[config.mk]
export PLATFORM = sky130hd
export DESIGN_NAME = ecc_gf2m_seq
export DESIGN_NICKNAME = d
export VERILOG_FILES = /design/src/rtl/ecc_gf2m_seq.sv
export SDC_FILE = /design/constraint.sdc
export NUM_CORES = 2
export LEC_CHECK = 0
export CELL_PAD_IN_SITES_DETAIL_PLACEMENT = 1
export CELL_PAD_IN_SITES_GLOBAL_PLACEMENT = 1
export CORE_ASPECT_RATIO = 0.75
export CORE_UTILIZATION = 35
export DETAILED_ROUTE_END_ITERATION = 10
export PLACE_DENSITY = 0.69
export SKIP_LAST_GASP = 1
export SLEW_MARGIN = 20
export SYNTH_ARGS = -nofsm -noshare
export SYNTH_HDL_FRONTEND = slang
export SYNTH_SLANG_ARGS = --single-unit
[constraint.sdc]
create_clock -name clk -period 3.9 [get_ports clk]
set_input_delay 0.585 -clock clk [delete_from_list [all_inputs] [get_ports clk]]
set_output_delay 0.585 -clock clk [all_outputs]
set_load 0.05 [all_outputs]
[src/rtl/ecc_gf2m_seq.sv]
// Sequencer for GF(2^WIDTH) field operations: chain (mul, add, sqr), mul, sqr and add.
// Uses an internal bit-serial multiplier. Define ECC_GF2M_SEQ_ZERO_CHK_EN to add the zero_flag output.
module ecc_gf2m_seq #(
  parameter int unsigned      WIDTH = 128,
  parameter logic [WIDTH-1:0] POLY  = WIDTH'(128'h87)
) (
  input  logic             clk,
  input  logic             rst,
  input  logic             start,
  input  logic [1:0]       mode,
  input  logic             swap,
  input  logic             abort,
  input  logic [WIDTH-1:0] rx,
  input  logic [WIDTH-1:0] ry,
  output logic [WIDTH-1:0] xx_out,
  output logic [WIDTH-1:0] zz_out,
  output logic [WIDTH-1:0] bp_out,
  output logic             busy,
  output logic             done
`ifdef ECC_GF2M_SEQ_ZERO_CHK_EN
  ,
  output logic             zero_flag
`endif
);

  localparam int unsigned CW = (WIDTH > 1) ? $clog2(WIDTH) : 1;
  localparam logic [CW-1:0] CNT_TOP = CW'(WIDTH - 1);

  localparam logic [1:0] MODE_CHAIN = 2'b00;
  localparam logic [1:0] MODE_MUL   = 2'b01;
  localparam logic [1:0] MODE_SQR   = 2'b10;
  localparam logic [1:0] MODE_ADD   = 2'b11;

  typedef enum logic [2:0] {
    S_IDLE,
    S_MUL,
    S_ADD,
    S_SQR,
    S_DONE
  } state_t;

  state_t           state, state_d;
  logic [1:0]       mode_q;
  logic [WIDTH-1:0] op_a, op_b, acc;
  logic [CW-1:0]    cnt;

  logic [WIDTH-1:0] sqr_src, mul_a, mul_b, acc_next, add_res;
  logic             last;

  // Datapath: one MSB-first shift-and-add step, plus the single-cycle field add.
  always_comb begin
    sqr_src  = (mode_q == MODE_CHAIN) ? zz_out : op_a;
    mul_a    = (state == S_SQR) ? sqr_src : op_a;
    mul_b    = (state == S_SQR) ? sqr_src : op_b;
    acc_next = (acc << 1) ^ (acc[WIDTH-1] ? POLY : '0) ^ (mul_b[cnt] ? mul_a : '0);
    add_res  = ((mode_q == MODE_CHAIN) ? xx_out : op_b) ^ op_a;
    last     = (cnt == '0);
  end

  // Next-state logic; abort wins in every busy state.
  always_comb begin
    state_d = state;
    case (state)
      S_IDLE: begin
        if (start) begin
          case (mode)
            MODE_SQR: state_d = S_SQR;
            MODE_ADD: state_d = S_ADD;
            default:  state_d = S_MUL;
          endcase
        end
      end
      S_MUL: begin
        if (abort)     state_d = S_IDLE;
        else if (last) state_d = (mode_q == MODE_CHAIN) ? S_ADD : S_DONE;
      end
      S_ADD: begin
        if (abort) state_d = S_IDLE;
        else       state_d = (mode_q == MODE_CHAIN) ? S_SQR : S_DONE;
      end
      S_SQR: begin
        if (abort)     state_d = S_IDLE;
        else if (last) state_d = S_DONE;
      end
      S_DONE:  state_d = S_IDLE;
      default: state_d = S_IDLE;
    endcase
  end

  always_ff @(posedge clk or negedge rst) begin
    if (!rst) begin
      state  <= S_IDLE;
      mode_q <= MODE_CHAIN;
      op_a   <= '0;
      op_b   <= '0;
      acc    <= '0;
      cnt    <= '0;
      xx_out <= '0;
      zz_out <= '0;
      bp_out <= '0;
      busy   <= 1'b0;
      done   <= 1'b0;
`ifdef ECC_GF2M_SEQ_ZERO_CHK_EN
      zero_flag <= 1'b0;
`endif
    end else begin
      state <= state_d;
      busy  <= (state_d != S_IDLE);
      done  <= (state_d == S_DONE);
      case (state)
        S_IDLE: begin
          if (start) begin
            mode_q <= mode;
            op_a   <= swap ? ry : rx;
            op_b   <= swap ? rx : ry;
            acc    <= '0;
            cnt    <= CNT_TOP;
          end
        end
        S_MUL: begin
          if (!abort) begin
            acc <= acc_next;
            cnt <= cnt - CW'(1);
            if (last) begin
              xx_out <= acc_next;
              acc    <= '0;
              cnt    <= CNT_TOP;
            end
          end
        end
        S_ADD: begin
          if (!abort) begin
            zz_out <= add_res;
            acc    <= '0;
            cnt    <= CNT_TOP;
          end
        end
        S_SQR: begin
          if (!abort) begin
            acc <= acc_next;
            cnt <= cnt - CW'(1);
            if (last) bp_out <= acc_next;
          end
        end
        default: ;
      endcase
`ifdef ECC_GF2M_SEQ_ZERO_CHK_EN
      // Flag tracks the result written on the edge that enters DONE.
      if (state_d == S_DONE && state != S_DONE)
        zero_flag <= ((state == S_ADD) ? add_res : acc_next) == '0;
`endif
    end
  end

endmodule

==> results.yml <==
outcome:
  status: "finished with violations"
  violations: "setup timing"
sta:
  period_minus_slack_ns: 3.95
  max_slew_margin_pct: 18.3
  finalHoldViolations: 0
  fin_ws_ns: -0.0478
  grt_setup_unrepaired: "true"
  tightest_slew_ns: 1.23
  maxSlewViolCount: 0
  post-route-period-util_pct: 101
  max_freq_mhz: 253
  skew_ns: 0.0265
  setup_viol: 13
die:
  die_y_um: 300
  start_util_pct: 35.6
  row_count: 108
  die_w_um: 400
  die_area_um2: 120000
  io_pins: 649
  coreArea_um2: 117000
run:
  cap_viol_max_count: 0
power_and_ir_drop:
  ir_drop_uv: 932
  switching_share_pct: 47.5
  p_total_mw: 47.2
  clockPowerShare_pct: 18.7
  p_switching_mw: 22.4
  p_comb_share_pct: 52.3
  leakagePower_nw: 23.1
  power_density_nw_per_um2: 866
  sequentialPowerShare_pct: 29.0
  p_int_mw: 24.7
grt:
  grt_util_all_layers_pct: 28.5
  grt_pass1_wl_um: 259000
  grt_max_degree: 241
  grt_pass1_vias: 39800
  globalRoute.totalOverflow: 0
  antenna_found_initial: 9
place:
  post-place-ws_ns: -0.268
  place_area_um2: 50900
  hpwlAfterDp_um: 124000
  gp_routability_congestion: 0.833
  io_buffers: 648
logic_synthesis:
  ys_seq_area_share_pct: 47.2
  yosysUniqueCellTypes: 63
  synth_top_area_share_pct: 47.2
  synth-seq-cells: 782
  synth_edf_count: 0
  synth_nets: 4731
  synthesis.area_um2: 41500
  ys_top_cells_by_area: "dfrtp_1 47%, mux2i_1 9.5%, a21oi_1 9.1%"
  synthTopCellsByCount: "782 x dfrtp_1, 752 x a21oi_1, 525 x nand2_1"
  synthCells: 4467
  yosysTopAreaCell: "dfrtp_1"
  synth_area_per_cell_um2: 9.29
  synth_ff_type: "dfrtp_1"
  synthArstFlopShare_pct: 100
  yosysWarnings: 0
  synth_most_common_cell: "dfrtp_1"
setup_path:
  critical_path_class: "flop to flop"
  endpoint_kind: "flop"
  worstPathMaxFanout: 35
  crit_slowest_cell: "mux4_2"
  path_cells: "buf_4 -> or2_4 -> buf_12 -> mux2_1 -> mux4_2 -> a22oi_2 -> a311oi_1 -> o311ai_4 -> o41ai_4 -> buf_4 -> or2_4 -> buf_12 -> buf_12 -> a21oi_2 -> a21oi_1"
  cp_data_required_time_ns: 4.43
  path_common_cell: "buf_12"
  crit_arrival_ns: 4.48
  critPathMaxStageDelay_ns: 0.52
  crit_buf_inv: 5
  startpoint_type: "flop"
  cp_top_family: "compound AO/OA/AOI/OAI gates"
detailed_routing:
  dr.pass1.iters: 5
  wl_per_cell_um: 26.5
  avgViaCountPerCell: 5.76
  via_count: 38400
  ant_nets: 0
  drtIter0Drc: 2461
  routed_wl_um: 176000
  post-route-drc-count: 0
clocking:
  cts_buffer_depth: 3
  numCtsBuffers: 85
  clk_latency_ns: 0.69
  clk_pin_slew_worst_paths_ns: 0.06
  cts_root_buffer: "clkbuf_16"
  htree_num_levels: 3
  cts_sinks: 782
  cts_tree: "yes"
cells_and_area:
  nets: 5315
  syn2layout_area_growth_pct: 31.3
  stdcell_area_um2: 54500
  drive_gt1_share_pct: 12.3
worst_hold_path:
  hold_class: "primary input to async pin"
worst register-to-register path: cells and delay by family (launching register included):
kind / cells / cell delay [ns]
flip-flops: 1 / 0.41
AO/OA/AOI/OAI: 6 / 0.94
AND/OR/NAND/NOR: 2 / 0.59
multiplexers: 2 / 0.91
buffers and inverters: 5 / 0.95
stage by stage:
stage	TNS, ns	cells	util [%]	hold WS, ns
6_report	-0.319	6661	46.7	0.445
5_1_grt	-4.10	6660	46.7	0.487
2_1_floorplan	0	4467	-	0.289
4_1_cts	-0.0721	6646	46.3	0.448
3_5_place_dp	-54.57	6488	43.6	0.508
3_3_place_gp	-83.97	6488	43.6	0.491
per-layer routing:
layer  share of wire, %  GRT usage, %  vias up
met4                2.9          8.55        8
met5              0.026             0        -
met2                 46          45.3     1214
met3                6.2          5.07      255
li1                   -             -    17100
met1                 45          39.5    19800
cell usage in the layout, fill, tap and decap left out, drive strengths merged, types with 143 or more instances in the layout:
cell type,Yosys,final
o21ai,466,466
dfrtp,782,782
nor2,314,314
a21oi,802,802
buf,101,211
o22ai,253,253
mux2,143,143
clkdlybuf4s50,0,646
xor2,256,256
nand2,527,529
mux2i,395,395
cells by family (layout without fill, tap and decap cells):
logic type / after synthesis / count (layout) / synth area share, %
mux: 546 / 546 / 13.8
compound gates: 1608 / 1608 / 21.3
fa+ha+maj: 1 / 1 / 0.0302
buf+inv: 373 / 1022 / 3.76
xor+xnor: 259 / 259 / 5.47
flops: 782 / 782 / 47.2
other cells: 0 / 3 / 0
simple gates: 898 / 900 / 8.44
final timing paths:
check | start | to | slack, ns | cells after the start
worst max-delay path | mode_q[0]$_DFFE_PN0P_ | bp_out[22]$_DFFE_PN0P_ | -0.05 | 15
worst min-delay path | rst | op_b[44]$_DFFE_PN0P_ | 0.45 | 2
worst max register to register | mode_q[0]$_DFFE_PN0P_ | bp_out[22]$_DFFE_PN0P_ | -0.05 | 15
worst min register to register | acc[0]$_DFFE_PN0P_ | acc[0]$_DFFE_PN0P_ | 0.52 | 2
max in group asynchronous | rst | xx_out[91]$_DFFE_PN0P_ | 2.27 | 4
min in group clk | swap | op_b[14]$_DFFE_PN0P_ | 0.47 | 3
area by class of cell:
class / count / area (um2)
fillers: 13000 / 62100
multi-input cells: 3314 / 20900
flip-flops and latches: 782 / 19600
repair buffers: 860 / 9080
clock buffers: 123 / 2490
well taps: 1540 / 1930
clock inverters: 31 / 479
inverters: 8 / 38.8
diodes: 3 / 7.51
registers in the layout, summed over array words and instances, names as in the netlist:
register  flops
acc         128
bp_out      128
busy          1
cnt           7
done          1
mode_q        2
op_a        128
op_b        128
state         3
xx_out      128
zz_out      128
power groups by stage:
stage          clock network [mW]  logic (mW)  registers (mW)
2_1_floorplan                   0        12.9            15.1
3_3_place_gp                    0        22.5            13.6
3_5_place_dp                    0        23.2            13.7
4_1_cts                      8.97        23.4            13.6
5_1_grt                      9.30        26.6            14.0
6_report                     8.83        24.6            13.7
repair_timing:
item                                    CTS  global route
gates cloned                              0             6
hold buffers                              1             0
pin swaps                                 6             8
endpoints found under the setup margin  380           378
gates resized for setup                  15           107
endpoints found under the hold margin    54             0
buffers inserted                          3             7
Power figures use the tool's default switching activity.
